File: config.mk
export PLATFORM = sky130hd
export DESIGN_NAME = fetcher
export DESIGN_NICKNAME = d
export VERILOG_FILES = /design/src/rtl/fetcher.sv
export SDC_FILE = /design/constraint.sdc
export NUM_CORES = 1
export LEC_CHECK = 0
export CAP_MARGIN = 20
export CORE_UTILIZATION = 60
export DETAILED_ROUTE_END_ITERATION = 8
export DONT_BUFFER_PORTS = 1
export MAX_ROUTING_LAYER = met4
export PLACE_DENSITY = 0.87
export SKIP_LAST_GASP = 1
export SLEW_MARGIN = 0
export SYNTH_ARGS = -nofsm -noshare
export SYNTH_HDL_FRONTEND = slang
export SYNTH_SLANG_ARGS = --single-unit
File: constraint.sdc
create_clock -name clk -period 1.5 [get_ports clk]
set_input_delay 0.3 -clock clk [delete_from_list [all_inputs] [get_ports clk]]
set_output_delay 0.3 -clock clk [all_outputs]
set_load 0.01 [all_outputs]
File: src/rtl/fetcher.sv
// ----------------------------------------------------------------------------
// fetcher
// ----------------------------------------------------------------------------
// Instruction fetch unit. On a start pulse in IDLE it issues exactly one read
// on an AXI-style split address/data channel pair and returns the fetched
// word together with its address. It then pulses `completed` for one cycle.
// Every output comes straight from a flop.
//
// Optional feature (compile-time macro FETCHER_ALIGN_CHECK_EN):
//   When this macro is defined, a start request whose pc_in is not word-aligned
//   issues no bus read. The fetcher completes on the next edge instead. It
//   flags `misaligned` and returns a NOP (addi x0,x0,0 = 32'h00000013).
//   When the macro is undefined, the `misaligned` port does not exist. Every
//   request is then issued with its address forced to word alignment.
//
// Ports
//   clk          in   system clock, rising edge
//   rstn         in   synchronous active-low reset
//   enabled      in   start-fetch pulse; only looked at while idle
//   pc_in[31:0]  in   fetch address, captured together with enabled
//   completed    out  one-cycle pulse: pc / instr_raw are valid
//   pc[31:0]     out  address of the last fetched instruction
//   instr_raw    out  last fetched instruction word
//   mem_araddr   out  read address
//   mem_arvalid  out  read address valid
//   mem_arready  in   memory accepts the address
//   mem_rdata    in   read data
//   mem_rvalid   in   read data valid
//   mem_rready   out  fetcher accepts read data
//   misaligned   out  (FETCHER_ALIGN_CHECK_EN only) last request was misaligned
// ----------------------------------------------------------------------------
module fetcher (
    input  logic        clk,
    input  logic        rstn,
    input  logic        enabled,
    input  logic [31:0] pc_in,
    output logic        completed,
    output logic [31:0] pc,
    output logic [31:0] instr_raw,
    output logic [31:0] mem_araddr,
    output logic        mem_arvalid,
    input  logic        mem_arready,
    input  logic [31:0] mem_rdata,
    input  logic        mem_rvalid,
`ifdef FETCHER_ALIGN_CHECK_EN
    output logic        misaligned,
`endif
    output logic        mem_rready
);

    // RV32I canonical NOP, returned in place of a misaligned fetch.
    localparam logic [31:0] NOP_INSTR = 32'h0000_0013;

    typedef enum logic [1:0] {
        S_IDLE = 2'd0,
        S_ADDR = 2'd1,
        S_DATA = 2'd2
    } state_t;

    state_t      state_q,     state_d;
    logic [31:0] req_pc_q,    req_pc_d;     // pc_in frozen for the in-flight fetch
    logic        completed_q, completed_d;
    logic [31:0] pc_q,        pc_d;
    logic [31:0] instr_q,     instr_d;
    logic [31:0] araddr_q,    araddr_d;
    logic        arvalid_q,   arvalid_d;
    logic        rready_q,    rready_d;
`ifdef FETCHER_ALIGN_CHECK_EN
    logic        misaligned_q, misaligned_d;
`endif

    // ------------------------------------------------------------------
    // Next-state / next-output logic
    // ------------------------------------------------------------------
    always_comb begin
        state_d     = state_q;
        req_pc_d    = req_pc_q;
        completed_d = 1'b0;          // pulse: low unless a fetch ends this edge
        pc_d        = pc_q;
        instr_d     = instr_q;
        araddr_d    = araddr_q;
        arvalid_d   = arvalid_q;
        rready_d    = rready_q;
`ifdef FETCHER_ALIGN_CHECK_EN
        misaligned_d = misaligned_q;
`endif

        unique case (state_q)
            S_IDLE: begin
                arvalid_d = 1'b0;
                rready_d  = 1'b0;
                if (enabled) begin
`ifdef FETCHER_ALIGN_CHECK_EN
                    if (pc_in[1:0] != 2'b00) begin
                        // Short-circuit: report and stay idle, no bus traffic.
                        completed_d  = 1'b1;
                        misaligned_d = 1'b1;
                        pc_d         = pc_in;
                        instr_d      = NOP_INSTR;
                    end else begin
                        req_pc_d  = pc_in;
                        araddr_d  = {pc_in[31:2], 2'b00};
                        arvalid_d = 1'b1;
                        state_d   = S_ADDR;
                    end
`else
                    // The low address bits are dropped. The full pc_in is kept
                    // and reported back as pc.
                    req_pc_d  = pc_in;
                    araddr_d  = {pc_in[31:2], 2'b00};
                    arvalid_d = 1'b1;
                    state_d   = S_ADDR;
`endif
                end
            end

            S_ADDR: begin
                // araddr/arvalid keep their values until the slave accepts.
                if (arvalid_q && mem_arready) begin
                    arvalid_d = 1'b0;
                    rready_d  = 1'b1;
                    state_d   = S_DATA;
                end
            end

            S_DATA: begin
                if (mem_rvalid && rready_q) begin
                    instr_d     = mem_rdata;
                    pc_d        = req_pc_q;
                    rready_d    = 1'b0;
                    completed_d = 1'b1;
`ifdef FETCHER_ALIGN_CHECK_EN
                    misaligned_d = 1'b0;
`endif
                    state_d     = S_IDLE;
                end
            end

            default: begin
                // Unreachable encoding: fall back to a quiet idle bus.
                arvalid_d = 1'b0;
                rready_d  = 1'b0;
                state_d   = S_IDLE;
            end
        endcase
    end

    // ------------------------------------------------------------------
    // State registers. Reset wins over everything, including enabled.
    // A reset mid-fetch drops the transaction. Any later rvalid is then
    // ignored because the fetcher is back in IDLE with rready low.
    // ------------------------------------------------------------------
    always_ff @(posedge clk) begin
        if (!rstn) begin
            state_q     <= S_IDLE;
            req_pc_q    <= 32'h0;
            completed_q <= 1'b0;
            pc_q        <= 32'h0;
            instr_q     <= 32'h0;
            araddr_q    <= 32'h0;
            arvalid_q   <= 1'b0;
            rready_q    <= 1'b0;
`ifdef FETCHER_ALIGN_CHECK_EN
            misaligned_q <= 1'b0;
`endif
        end else begin
            state_q     <= state_d;
            req_pc_q    <= req_pc_d;
            completed_q <= completed_d;
            pc_q        <= pc_d;
            instr_q     <= instr_d;
            araddr_q    <= araddr_d;
            arvalid_q   <= arvalid_d;
            rready_q    <= rready_d;
`ifdef FETCHER_ALIGN_CHECK_EN
            misaligned_q <= misaligned_d;
`endif
        end
    end

    assign completed   = completed_q;
    assign pc          = pc_q;
    assign instr_raw   = instr_q;
    assign mem_araddr  = araddr_q;
    assign mem_arvalid = arvalid_q;
    assign mem_rready  = rready_q;
`ifdef FETCHER_ALIGN_CHECK_EN
    assign misaligned  = misaligned_q;
`endif

endmodule

==> results of run 1 <==
[critical path, delay by kind of cell (launching register included)]
kind / cells / cell delay [ps]
DFF: 1 / 390
and+or+nand+nor: 2 / 540
AOI/OAI and AO/OA: 1 / 160
buffers and inverters: 1 / 200
[registers in the layout (all words and copies together) (netlist names)]
name         cells
instr_raw       32
mem_araddr       1
pc              32
req_pc_q        31
state_q          2
mem_arvalid      1
completed        1
mem_rready       1
[cell families (layout without fill, tap and decap cells)]
logic type / count (synthesis) / in the layout
AOI/OAI and AO/OA: 70 / 70
buffers and inverters: 61 / 24
other: 1 / 2
DFF: 101 / 101
muxes: 32 / 32
and+or+nand+nor: 173 / 173
[worst paths after layout]
path                             from                    to  cells after the start
max           state_q[0]$_SDFFE_PN0P_   pc[19]$_SDFFE_PN0P_                      4
min                              rstn  completed$_SDFF_PN0_                      1
max reg2reg   state_q[0]$_SDFFE_PN0P_   pc[19]$_SDFFE_PN0P_                      4
min reg2reg  req_pc_q[1]$_SDFFE_PN0P_    pc[1]$_SDFFE_PN0P_                      2
[per-layer routing]
layer,track usage (%),vias to the layer above,wire length [um]
met1,21.34,1189,3076
li1,-,1300,-
met3,6.667,12,678
met2,34.42,113,3528
met4,8.182,0,108
met5,-,-,0
[timing repair]
item | in CTS | in global routing
endpoints found under the setup margin | 0 | 4
resized for setup | 0 | 1
buffers inserted | 0 | 1
endpoints found under the hold margin | 0 | 0
[power groups by stage]
stage               sequential, mW  clock, mW  combinational (mW)
global route                  2.83       2.10               0.222
finish                        2.82       1.94               0.206
detailed placement            2.89          0               0.209
global placement              2.88          0               0.202
floorplan                     2.84          0               0.324
CTS                           2.82       2.00               0.209
[layout make-up]
class	instances	area share, %
clock inverters	4	2.263
repair buffers	9	3.017
clock buffers	11	3.046
multi-input cells	277	41.98
flip-flops and latches	101	46.91
well taps	96	2.785
[cell usage in the layout (no fill, tap or decap), drive strengths merged]
cell type	n
nand2	129
dfxtp	101
a21boi	64
mux2i	32
nor2b	32
clkbuf	11
buf	9
nor2	3
a21oi	3
bufinv	3
nor3b	3
o21a	2
conb	2
and4b	1
nand4b	1
nand3	1
and4bb	1
or2b	1
and2	1
o21ai	1
clkinvlp	1
[per-stage QoR]
stage,instance area (um^2),std cells,util [%],hold slack (ps)
after floorplan,4305,439,-,439.8
after global placement,4075,482,59.33,426.7
after detailed placement,4075,482,59.33,428.9
after CTS,4304,497,62.66,54.75
after global routing,4313,498,62.79,64.39
final,4313,498,62.79,78.69
==> metrics.txt, run 1 <==
outcome=finished clean; clock power share=just under 40%; drt first pass iters=4; Nets=between 400 and 500; fill count=between 500 and 600; Critical Path AT=~1600 ps; Critical Path Max Stage Delay=~470 ps; CTS tree=built; critical path capture point type=flip-flop; CP max stage cell=and4b_4; number of flops mapped to enable cells by yosys=0; Hold Path Class=in -> reg; Max clock buf depth=2; f_max=727.3 MHz; final setup vio count=0; Ports=approximately 170; crit path kind=reg -> reg; Starting Density=a little over three fifths; Antenna Cells=0; most area-consuming cells after synthesis=dfxtp_1 47%, a21boi_2 13%, nand2_1 11%, mux2i_1 7.4%, buf_4 6.3%; crit start category=flip-flop; synthesized cell area=approximately 0.0043 mm^2; H-tree Lvls=3; register area=roughly 0.0020 mm^2; row count=30; FF+latch count, synth=101; Period minus WS final=about 1400 ps; Setup Skew=a little under 10 ps; Yosys cell types=25; clk root buf=clkbuf_8; worst vdd ir=between 700 and 800 uV; Seq/Total Area, Yosys=47.00%; HPWL after DPL=between 5 and 6 mm; crit-path cells=and4b_4 > buf_12 > nand2_1 > a21boi_0; Max Cap Viol=0; number of antenna violations at the first check in global routing=0; Setup WS pre-CTS=97.03 ps; drt total wl=about 7.4 mm; Hold Buf Count CTS=0; Residual DRC=0; wire per inst=~15 um; multi-input combinational cell area=approximately 0.0018 mm^2; GRT Util Overall=between 20% and 30%; register share of total power=56.8%; Chip Height=between 80 and 90 um; ys async rst share=0%; Tot Pwr=between 4 and 5 mW; largest family of logic cells by synthesized area=simple AND/OR/NAND/NOR gates; Post-Synth Adder-Cell Area=0%; Final Hold Fails=0; Die W=around 87 um; most numerous cell in the Yosys netlist=nand2_1; Yosys warning total=0; Worst Path Max Fanout=29; reg2reg setup slack=130 ps; leakage power=about 1.4 nW; RSZ-0062 raised after global routing=no; simple-gate share of the synthesized area=between 10% and 20%; clk_lat worst skew=340 ps; Placer Congestion=0.7692; vias in the first global route=around 2600; Starting DRT DRC Count=80; Synth Area in Compound Gates=16.26%; setup TNS=0 ps; power density cells=between 1000 and 1500 mW/mm^2; via count=between 2000 and 3000; Yosys top cell area share=between 40% and 50%; Internal Power=between 3 and 4 mW; syn avg cell area=roughly 10 um^2; CTS Buf Count=9; Syn Inst Count=approximately 440; synth cell count leaders=129 x nand2_1, 101 x dfxtp_1, 49 x a21boi_2, 36 x buf_4; Final Max Tran Viols=0; DRT antenna net count=0; final worst slack=between 100 and 150 ps; Port Buf Inserts=0; top_reg_cell synth=dfxtp_1; Worst Path Required=around 1800 ps; sw frac=between 10% and 20%; DIE AREA=around 0.0075 mm^2; combinational share of power=about 4.2%; Reg clk slew, reported paths=roughly 90 ps; share of cells above drive strength 1=18.66%; final period utilization=91.66%; post-synthesis mux area share=under 10%; largest net degree at the start of global routing=102; Synth area leader=dfxtp_1; vias per cell=~5.2; switching power=around 990 uW; Core Footprint=between 0.006 and 0.007 mm^2; XOR/XNOR Fraction of Synth Area=0%; GRT Residual Overflow=0; global-route wire length before repair=11.60 mm; Sink Count=~100; synth-to-layout area growth=0.2619%
(Power assumes the default switching activity.)
==> run 2: changes to the inputs <==
==> constraint.sdc (replaced) <==
create_clock -name clk -period 1.5 [get_ports clk]
set_input_delay 0.3 -clock clk [delete_from_list [all_inputs] [get_ports clk]]
set_output_delay 0.3 -clock clk [all_outputs]
set_load 0.1 [all_outputs]
==> run 2 against run 1 <==
  * Hold slack improved by 4.8 ps
  * Global-route usage increased by 3.4 points
  * Utilization increased by 9.7 points
  * Largest power group unchanged
==> metrics.txt, run 2 (synthesized netlist as in run 1, its figures left out) <==
Die W=86.67 um (unchanged); row count=30 (unchanged); drt first pass iters=6 (+2); drt total wl=8.764 mm (+19%); leading cell type in the layout, fill and taps excluded=nand2_1; setup TNS=0 ps (unchanged); Worst Path Max Fanout=14 (-52%); worst vdd ir=977.2 uV (+27%); post_cts resized=0 (unchanged); power density cells=1041 mW/mm^2 (-9.6%); final period utilization=90.20% (-1.5 points); Placer Congestion=0.7910 (+2.8%); Antenna Cells=0 (unchanged); largest net degree at the start of global routing=102 (unchanged); RSZ-0062 raised after global routing=no; leakage power=1.926 nW (+35%); clk root buf=clkbuf_8; Residual DRC=0 (unchanged); Reg clk slew, reported paths=100 ps (about the same); wire per inst=14.78 um (-0.41%); DIE AREA=0.007512 mm^2 (unchanged); final setup vio count=0 (unchanged); DRT antenna net count=0 (unchanged); Setup WS pre-CTS=87.57 ps (-9.452 ps); vias per cell=5.093 (-3.0%); reg2reg setup slack=150 ps (+20 ps); Setup Skew=10.90 ps (+1.203 ps); GRT Util Overall=23.44% (+3.4 points); outcome=finished clean; GRT Residual Overflow=0 (unchanged); Max clock buf depth=2 (unchanged); Post-CTS Setup Inserts=0 (unchanged); critical path capture point type=flip-flop; CTS Buf Count=9 (unchanged); Chip Height=86.67 um (unchanged); share of cells above drive strength 1=34.81% (+16 points); f_max=739.1 MHz (+1.6%); Core Footprint=0.006869 mm^2 (unchanged); H-tree Lvls=3 (unchanged); Hold Buf Count CTS=0 (unchanged); crit start category=flip-flop; Tot Pwr=5.182 mW (+4.4%); Starting DRT DRC Count=79 (-1.3%); Final Max Tran Viols=0 (unchanged); crit path kind=reg -> reg; HPWL after DPL=6.246 mm (+21%); Nets=562 (+20%); via count=3020 (+16%); CTS tree=built; final worst slack=147.0 ps (+21.89 ps); Worst Path Required=1740 ps (-20 ps); number of antenna violations at the first check in global routing=0 (unchanged); most frequent cells in the layout=129 x nand2_1, 100 x buf_4, 97 x dfxtp_1, 49 x a21boi_2; vias in the first global route=2856 (+8.9%); Ports=168 (unchanged); Starting Density=62.62% (unchanged); Hold Path Class=in -> reg; clk_lat worst skew=340 ps (about the same); Period minus WS final=1353 ps (-21.89 ps); synth-to-layout area growth=15.77%; global-route wire length before repair=13.25 mm (+14%); Max Cap Viol=0 (unchanged); Port Buf Inserts=0 (unchanged); Final Hold Fails=0 (unchanged); Critical Path AT=1590 ps (-50 ps); Sink Count=101 (unchanged)
## run 2: changes by cell type in the layout (fill, tap and decap cells not counted), sizes merged
| cell | delta |
|---|---|
| bufinv | -2 |
| clkinv | +1 |
| clkbuf | +1 |
| buf | +95 |
## run 2: through the flow
stage	utilization (%)	area, um^2	hold WS (ps)	instances
global route	72.50	4980	70.39	593
CTS	72.46	4977	65.41	593
detailed placement	69.67	4786	430.6	578
floorplan	-	4308	440.1	439
finish	72.50	4980	83.52	593
global placement	69.67	4786	428.6	578
## run 2: final timing paths
kind,startpoint,endpoint,cells past startpoint
setup reg to reg,state_q[1]$_SDFFE_PN0P_,mem_araddr[31]$_SDFFE_PN0P_,4
setup / recovery,state_q[1]$_SDFFE_PN0P_,mem_araddr[31]$_SDFFE_PN0P_,4
hold / removal,mem_rdata[30],instr_raw[30]$_SDFFE_PN0P_,2
hold reg to reg,instr_raw[18]$_SDFFE_PN0P_,instr_raw[18]$_SDFFE_PN0P_,2
## run 2: cell type report
class                   count  area (um^2)
clock inverters             3        46.29
clock buffers              12        145.1
well taps                  96        120.1
flip-flops and latches    101         2027
fillers                   504         1889
repair buffers            104        830.8
multi-input cells         277         1810
## run 2: critical path, stage by stage, from the launching register on
cell,delay [ps]
dfxtp_2,380
nor3b_4,260
buf_4,310
mux2i_1,230
nor2b_1,70
## run 2: power by group
part	leakage, nW	internal, mW	total (mW)	switching [mW]
combinational	1.01	0.197	0.733	0.536
clock	0.0927	0.814	1.68	0.867
sequential	0.821	2.74	2.77	0.0274
## run 2: metal layers
| metal | track usage, % | share of wire (%) | vias to the layer above |
|---|---|---|---|
| li1 | - | - | 1484 |
| met1 | 24.82 | 40 | 1404 |
| met2 | 41.85 | 51 | 120 |
| met3 | 6.381 | 7.6 | 12 |
| met4 | 8.485 | 1.3 | 0 |
| met5 | - | 0 | - |
==> run 3: changes to the inputs <==
--- a/config.mk
+++ b/config.mk
@@ -6,11 +6,11 @@
 export NUM_CORES = 1
 export LEC_CHECK = 0
 export CAP_MARGIN = 20
-export CORE_UTILIZATION = 60
+export CORE_UTILIZATION = 55
 export DETAILED_ROUTE_END_ITERATION = 8
 export DONT_BUFFER_PORTS = 1
 export MAX_ROUTING_LAYER = met4
-export PLACE_DENSITY = 0.87
+export PLACE_DENSITY = 0.81
 export SKIP_LAST_GASP = 1
 export SLEW_MARGIN = 0
 export SYNTH_ARGS = -nofsm -noshare
==> run 3 against run 2 <==
  * Register-to-register slack barely moved
  * Total power fell by 0.71%
  * Design area rose by 0.25%
  * Sequential share of layout area fell by 0.15 points
  * Clock-buffer cell count rose by 2
  * Final cell count rose by 0.51%
  * Critical path depth did not move
  * Routed wire length fell by 1.8%
  * Non-clock buffer count fell by 1
  * Sequential power barely moved
  * Global-route usage fell by 1.6 points
==> metrics.txt, run 3 (synthesized netlist as in run 1, its figures left out) <==
drt first pass iters=4 (-2); clk_lat worst skew=340 ps (about the same); worst hold margin=86.16 ps (+2.637 ps); GRT Util Overall=21.81% (-1.6 points); Chip Height=90.44 um (+4.3%); H-tree Lvls=3 (unchanged); Ports=168 (unchanged); post_cts resized=0 (unchanged); Final Instance Area=0.004992 mm^2 (+0.25%); Antenna Cells=0 (unchanged); fill count=566 (+12%); leakage power=1.925 nW (about the same); Nets=561 (-0.18%); GRT Residual Overflow=0 (unchanged); global-route wire length before repair=13.97 mm (+5.4%); crit-path cells=nor3b_4 > buf_4 > mux2i_1 > nor2b_1; Post-CTS Setup Inserts=0 (unchanged); leading cell type in the layout, fill and taps excluded=nand2_1; vias per cell=4.990 (-2.0%); Hold Buf Count CTS=0 (unchanged); Reg clk slew, reported paths=90 ps (about the same); wire per inst=14.44 um (-2.3%); Final Hold Fails=0 (unchanged); final setup vio count=0 (unchanged); power density cells=1031 mW/mm^2 (-0.96%); dpl cell area=0.004795 mm^2 (+0.18%); f_max=743.8 MHz (+0.63%); final period utilization=89.63% (-0.57 points); CTS Buf Count=9 (unchanged); Period minus WS final=1344 ps (-8.533 ps); CP max stage cell=dfxtp_1; most frequent cells in the layout=129 x nand2_1, 99 x dfxtp_1, 98 x buf_4, 49 x a21boi_2; critical path capture point type=flip-flop; Max clock buf depth=2 (unchanged); vias in the first global route=3107 (+8.8%); worst vdd ir=639.5 uV (-35%); CTS tree=built; Critical Path Max Stage Delay=400 ps (+20 ps); Worst Path Max Fanout=11 (-3); crit path kind=reg -> reg; Max Cap Viol=0 (unchanged); synth-to-layout area growth=16.06%; Sink Count=101 (unchanged); largest net degree at the start of global routing=102 (unchanged); DRT antenna net count=0 (unchanged); row count=31 (+3.3%); drt total wl=8.609 mm (-1.8%); Die W=90.44 um (+4.3%); share of cells above drive strength 1=34.61% (-0.20 points); Setup Skew=11.78 ps (+0.8840 ps); Placer Congestion=0.7567 (-4.3%); DIE AREA=0.008178 mm^2 (+8.9%); Starting Density=58.06% (-4.6 points); Critical Path AT=1590 ps (about the same); Starting DRT DRC Count=150 (+90%); clk root buf=clkbuf_8; Worst Path Required=1740 ps (about the same); Hold Path Class=in -> reg; Port Buf Inserts=0 (unchanged); Final Max Tran Viols=0 (unchanged); number of antenna violations at the first check in global routing=0 (unchanged); DP Cell Count=580 (+0.35%); Core Footprint=0.007408 mm^2 (+7.9%); HPWL after DPL=6.261 mm (+0.25%); crit start category=flip-flop; Residual DRC=0 (unchanged); outcome=finished clean; RSZ-0062 raised after global routing=no; Tot Pwr=5.146 mW (-0.71%); final std cells w/o fill=596 (+0.51%); via count=2974 (-1.5%); setup TNS=0 ps (unchanged)
[run 3: changes by cell type in the layout (fill, tap and decap cells not counted), sizes merged]
cell / change
buf: -1
bufinv: -1
clkinvlp: +1
clkbuf: +2
clkinv: -1
[run 3: per-layer routing]
layer  GRT usage (%)  wire (um)  vias to the layer above
met5               -          0                        -
met1           23.06       3607                     1356
met3           5.387        544                       15
met4           7.930        150                        0
met2           39.31       4306                      119
li1                -          -                     1484
[run 3: where the power goes]
group          switching (mW)  total (mW)  internal (mW)  leakage, nW
clock network           0.859        1.65          0.788       0.0949
logic                   0.536       0.733          0.197         1.01
registers              0.0263        2.77           2.74        0.820
total                    1.42        5.15           3.72         1.92
[run 3: final timing paths]
kind | from | endpoint | slack (ps) | cells past startpoint
max | state_q[1]$_SDFFE_PN0P_ | req_pc_q[24]$_SDFFE_PN0P_ | 160 | 4
min | rstn | completed$_SDFF_PN0_ | 90 | 1
max reg2reg | state_q[1]$_SDFFE_PN0P_ | req_pc_q[24]$_SDFFE_PN0P_ | 160 | 4
min reg2reg | mem_araddr[31]$_SDFFE_PN0P_ | pc[31]$_SDFFE_PN0P_ | 460 | 2
[run 3: area by class of cell]
cell class,instances,area (um^2),share of cell area [%]
Clock buffer,14,182.7,3.659
Sequential cell,101,2024,40.55
Tap cell,99,123.9,2.481
Timing Repair Buffer,103,835.8,16.74
Multi-Input combinational cell,277,1810,36.27
Clock inverter,2,15.01,0.3008
[run 3: worst max-delay path, delay by kind of cell (launching register included)]
kind / cells / cell delay (ps)
flops: 1 / 400
simple gates: 2 / 340
buf+inv: 1 / 270
mux: 1 / 240
[run 3: metrics by stage]
stage	worst slack [ps]	utilization [%]
finish	155.5	67.39
floorplan	19.73	-
detailed placement	156.6	64.72
global route	54.66	67.39
CTS	136.8	67.39
global placement	230.3	64.72
==> edit 1 (settings of run 1) <==
The option `FETCHER_ALIGN_CHECK_EN` is turned on by a define.
--- a/src/rtl/fetcher.sv
+++ b/src/rtl/fetcher.sv
@@ -29,6 +29,8 @@
 //   mem_rready   out  fetcher accepts read data
 //   misaligned   out  (FETCHER_ALIGN_CHECK_EN only) last request was misaligned
 // ----------------------------------------------------------------------------
+`define FETCHER_ALIGN_CHECK_EN
+
 module fetcher (
     input  logic        clk,
     input  logic        rstn,
Function (old outputs only; new: misaligned): changed (a bounded check fails within 4 cycles, from zero or initial values and one cycle with rstn low).
==> edit 1 against run 1 <==
  * Setup slack got worse by 0.11 ns
  * Synthesized area up 7.4%
  * Sequential cell count up 1
  * Routed wire length rose by 58%
  * Worst hold slack worse by 0.0090 ns
  * Highest routed layer unchanged
  * Cell area increased by 13%
  * First-iteration DRC count increased to 2.6 times the old value
Power is not compared: it rests on default switching activity, and its combinational part moved more than twofold at a synthesized area within 25%.
==> edit 1: results (changes against run 1) <==
Reg2Reg Setup Slack = 0.02 ns (was 0.13 ns)
Drt total wl = 11670 um (was 7390 um)
Fill cells = 579 (was 580)
Post-CTS Setup Inserts = 1 (was 0)
Distinct cell type count after synthesis = 31 (was 25)
Pin count of the biggest net entering global routing = 54 (was 102)
Area growth, synth to finish = 5.795% (was 0.2619%)
Synth Register Bits = 102 (was 101)
Synth Instances = 503 (was 438)
Clock-cell share = 0.03353 (was 0.05309)
Via Count = 3663 (was 2614)
Data buffer area share = 0.09982 (was 0.03017)
Seq. cell area = 2043 um^2 (was 2023 um^2)
Critical path data arrival time = 1.73 ns (was 1.64 ns)
Reg2reg end = pc[0] (was pc[19])
WHS = 0.06973 ns (was 0.07869 ns)
Sequential area share after synthesis = 0.4419 (was 0.4700)
Count of non-CTS inverters in the layout = 1 (was 0)
Vias in the first global route = 3409 (was 2623)
Placed Cells = 538 (was 482)
Yosys top cell area share = 0.4419 (was 0.4700)
Dpl cell area = 4488 um^2 (was 4075 um^2)
Post-synth top cells = dfxtp_1, a21oi_1, a211oi_1, buf_4, o21ai_0 (was nand2_1, dfxtp_1, a21boi_2, buf_4)
Status = finished clean (unchanged)
CP max FO = 15 (was 29)
Post-CTS Resized = 2 (was 0)
Iteration count of the initial detailed-routing pass = 5 (was 4)
WL/cell = 20.72 um (was 14.84 um)
Mux contribution to synthesized area = 0.06932 (was 0.07446)
Pre-CTS setup slack = -0.03866 ns (was 0.09703 ns)
First-pass GRT wire length = 17310 um (was 11600 um)
Multi-input gate share of total cell area = 0.4226 (was 0.4198)
Number of DRC markers in iteration 0 = 207 (was 80)
Clock Skew = 0.006551 ns (was 0.009697 ns)
DP HPWL = 7077 um (was 5167 um)
Comb_multi_in = 313 (was 277)
Worst Hold Path EP = mem_rready (was completed)
R2r startpoint = state_q[1] (was state_q[0])
GRT Util Overall = 0.2700 (was 0.2009)
R2R depth = 5 (was 4)
GPL Wtd Cong = 0.7992 (was 0.7692)
Share of layout cells above drive strength 1 = 0.1509 (was 0.1866)
Die width = 89.76 um (was 86.67 um)
==> edit 1: routing by layer <==
metal	vias to the layer above	global-route usage	routed length, um
met1	1743	0.3299	4736
met3	16	0.06261	956
met2	179	0.4385	5784
met5	-	-	0
li1	1725	-	-
met4	0	0.09290	187
==> edit 1: how the worst max path moves through the flow <==
| stage | from | to | slack [ns] | depth (start not counted) |
|---|---|---|---|---|
| 2_1_floorplan | state_q[1] | instr_raw[22] | 0.02 | 7 |
| 3_3_place_gp | state_q[0] | pc[17] | 0.02 | 4 |
| 3_5_place_dp | state_q[0] | pc[29] | -0.04 | 4 |
| 4_1_cts | state_q[0] | req_pc_q[27] | -0.01 | 4 |
| 5_1_grt | state_q[0] | pc[0] | -0.06 | 5 |
| 6_report | state_q[1] | pc[0] | 0.02 | 5 |
==> edit 1: worst max-delay path, stage by stage, from the launching register on <==
cell and delay, ns:
dfxtp_1 0.35, buf_4 0.18, and4b_4 0.35, clkbuf_16 0.21, a211oi_1 0.06, a211oi_1 0.23
==> edit 2 (settings of run 1) <==
Without the edit above. The 3 states of `state_t` get a one-hot encoding in 3 bits.
--- a/src/rtl/fetcher.sv
+++ b/src/rtl/fetcher.sv
@@ -51,10 +51,10 @@
     // RV32I canonical NOP, returned in place of a misaligned fetch.
     localparam logic [31:0] NOP_INSTR = 32'h0000_0013;
 
-    typedef enum logic [1:0] {
-        S_IDLE = 2'd0,
-        S_ADDR = 2'd1,
-        S_DATA = 2'd2
+    typedef enum logic [2:0] {
+        S_IDLE = 3'b001,
+        S_ADDR = 3'b010,
+        S_DATA = 3'b100
     } state_t;
 
     state_t      state_q,     state_d;
Function: same outputs for any inputs over 10 cycles, from zero or initial values and one cycle with rstn low; not proved beyond that.
==> edit 2 against run 1 <==
  * Cell count grew 9.6%
  * Worst hold slack lost 0.0077 ns
  * Sequential share of layout area shrank 0.59 points
  * Synthesized cell count grew 9.8%
  * Synthesized area shrank 0.17%
  * Critical path depth grew 1
  * Global-route usage grew 1.1 points
  * Cell area grew 2.2%
  * Setup slack lost 0.12 ns
  * Routed wire length grew 14%
  * Die area shrank 0.16%
  * Total power shrank 5.4%
  * Sequential cell count grew 1
  * Critical endpoint is now instr_raw[16]
  * Largest power group unchanged
==> edit 2: results (changes against run 1) <==
# port buffers = 0 (unchanged)
Seq pwr share = 0.607 (was 0.568)
Number of DRC markers in iteration 0 = 110 (was 80)
Status = finished clean (unchanged)
R2R depth = 5 (was 4)
Pin count of the biggest net entering global routing = 166 (was 102)
Hold Path Class = input port to flip-flop (unchanged)
Worst Setup SP = state_q[2] (was state_q[0])
Drt total wl = 8420 um (was 7390 um)
CP peak stage delay = 0.41 ns (was 0.47 ns)
Final worst slack = 0.009908 ns (was 0.1251 ns)
Hold Path Depth = 1 (unchanged)
Hold_buf cts = 0 (unchanged)
Diode count = 0 (unchanged)
GPL Wtd Cong = 0.8707 (was 0.7692)
Max Cap Violations = 0 (unchanged)
Sequential area share after synthesis = 0.4755 (was 0.4700)
Synth Instances = 481 (was 438)
WHS = 0.07100 ns (was 0.07869 ns)
Root Driver = clkbuf_8 (unchanged)
Asr flop ratio synth = 0 (unchanged)
DP HPWL = 5501 um (was 5167 um)
Pre-CTS setup slack = 0.01186 ns (was 0.09703 ns)
Sw Ratio = 0.2295 (was 0.2000)
WL/cell = 15.42 um (was 14.84 um)
Worst IR Drop VDD = 0.7120 mV (was 0.7723 mV)
Syn. warnings = 0 (unchanged)
Vias in the first global route = 2715 (was 2623)
Dpl cell area = 4083 um^2 (was 4075 um^2)
Initial antenna violation count = 0 (unchanged)
GRT Util Overall = 0.2124 (was 0.2009)
Worst Setup EP = instr_raw[16] (was pc[19])
Share of layout cells above drive strength 1 = 0.07778 (was 0.1866)
Maximum root-to-sink buffer count = 2 (unchanged)
PwrDens = 1065 nW/um^2 (was 1151 nW/um^2)
Final number of max-transition violations = 0 (unchanged)
Iteration count of the initial detailed-routing pass = 5 (was 4)
Crit path max-delay cell type = or3b_4 (was and4b_4)
Via density = 5.383 (was 5.249)
Largest cells by area after synthesis = dfxtp_1, nand2_1, mux2i_1 (was dfxtp_1, a21boi_2, nand2_1)
Post-CTS Resized = 0 (unchanged)
Worst Hold Path EP = mem_arvalid (was completed)
Comb pwr share = 0.047 (was 0.042)
Distinct cell type count after synthesis = 26 (was 25)
CTS Buf Count = 9 (unchanged)
Cell leakage power = 1.512 nW (was 1.429 nW)
Min-delay src = rstn (unchanged)
Clock Pin Slew Worst Setup and Hold Paths = 0.09 ns (about the same)
Clock Skew = 0.007989 ns (was 0.009697 ns)
Placed Cells = 524 (was 482)
CP max FO = 13 (was 29)
Worst skew pair latency = 0.35 ns
CTS H-Tree Depth = 3 (unchanged)
Critical path data arrival time = 1.76 ns (was 1.64 ns)
First-pass GRT wire length = 12190 um (was 11600 um)
Kind of cell adding the most delay to the critical path = simple AND/OR/NAND/NOR gates (unchanged)
Post-synth top cells = nand2_1, dfxtp_1, mux2i_1, buf_4, a21boi_0 (was nand2_1, dfxtp_1, a21boi_2, buf_4)
edit 2: metal layers:
metal | GRT usage | up-vias | routed length, um | part of all wire
li1 | - | 1442 | - | -
met1 | 0.2336 | 1358 | 3522 | 0.42
met2 | 0.3579 | 126 | 4052 | 0.48
met3 | 0.06381 | 13 | 709 | 0.084
met4 | 0.08939 | 0 | 134 | 0.016
met5 | - | - | 0 | 0
edit 2: layout make-up:
class                      count  area, um^2
clock inverter                 4       50.05
clock buffer                  10       127.6
timing repair buffer          19       267.8
sequential                   102        2042
inverter                       1       3.754
tap                           96       120.1
multi-input combinational    314        1797
fill                         555        2461
edit 2: logic make-up after synthesis:
kind of cell | count (synthesis) | share of synthesized area
simple gates | 208 | 0.1958
flops | 102 | 0.4755
buf+inv | 66 | 0.1104
mux | 64 | 0.1492
compound gates | 40 | 0.06818
other cells | 1 | 0.0008733
edit 2: repair_timing:
item                                    in CTS  in global routing
pin swaps                                    0                  1
endpoints found under the setup margin       3                 40
cloned                                       0                  5
setup buffers                                0                  3
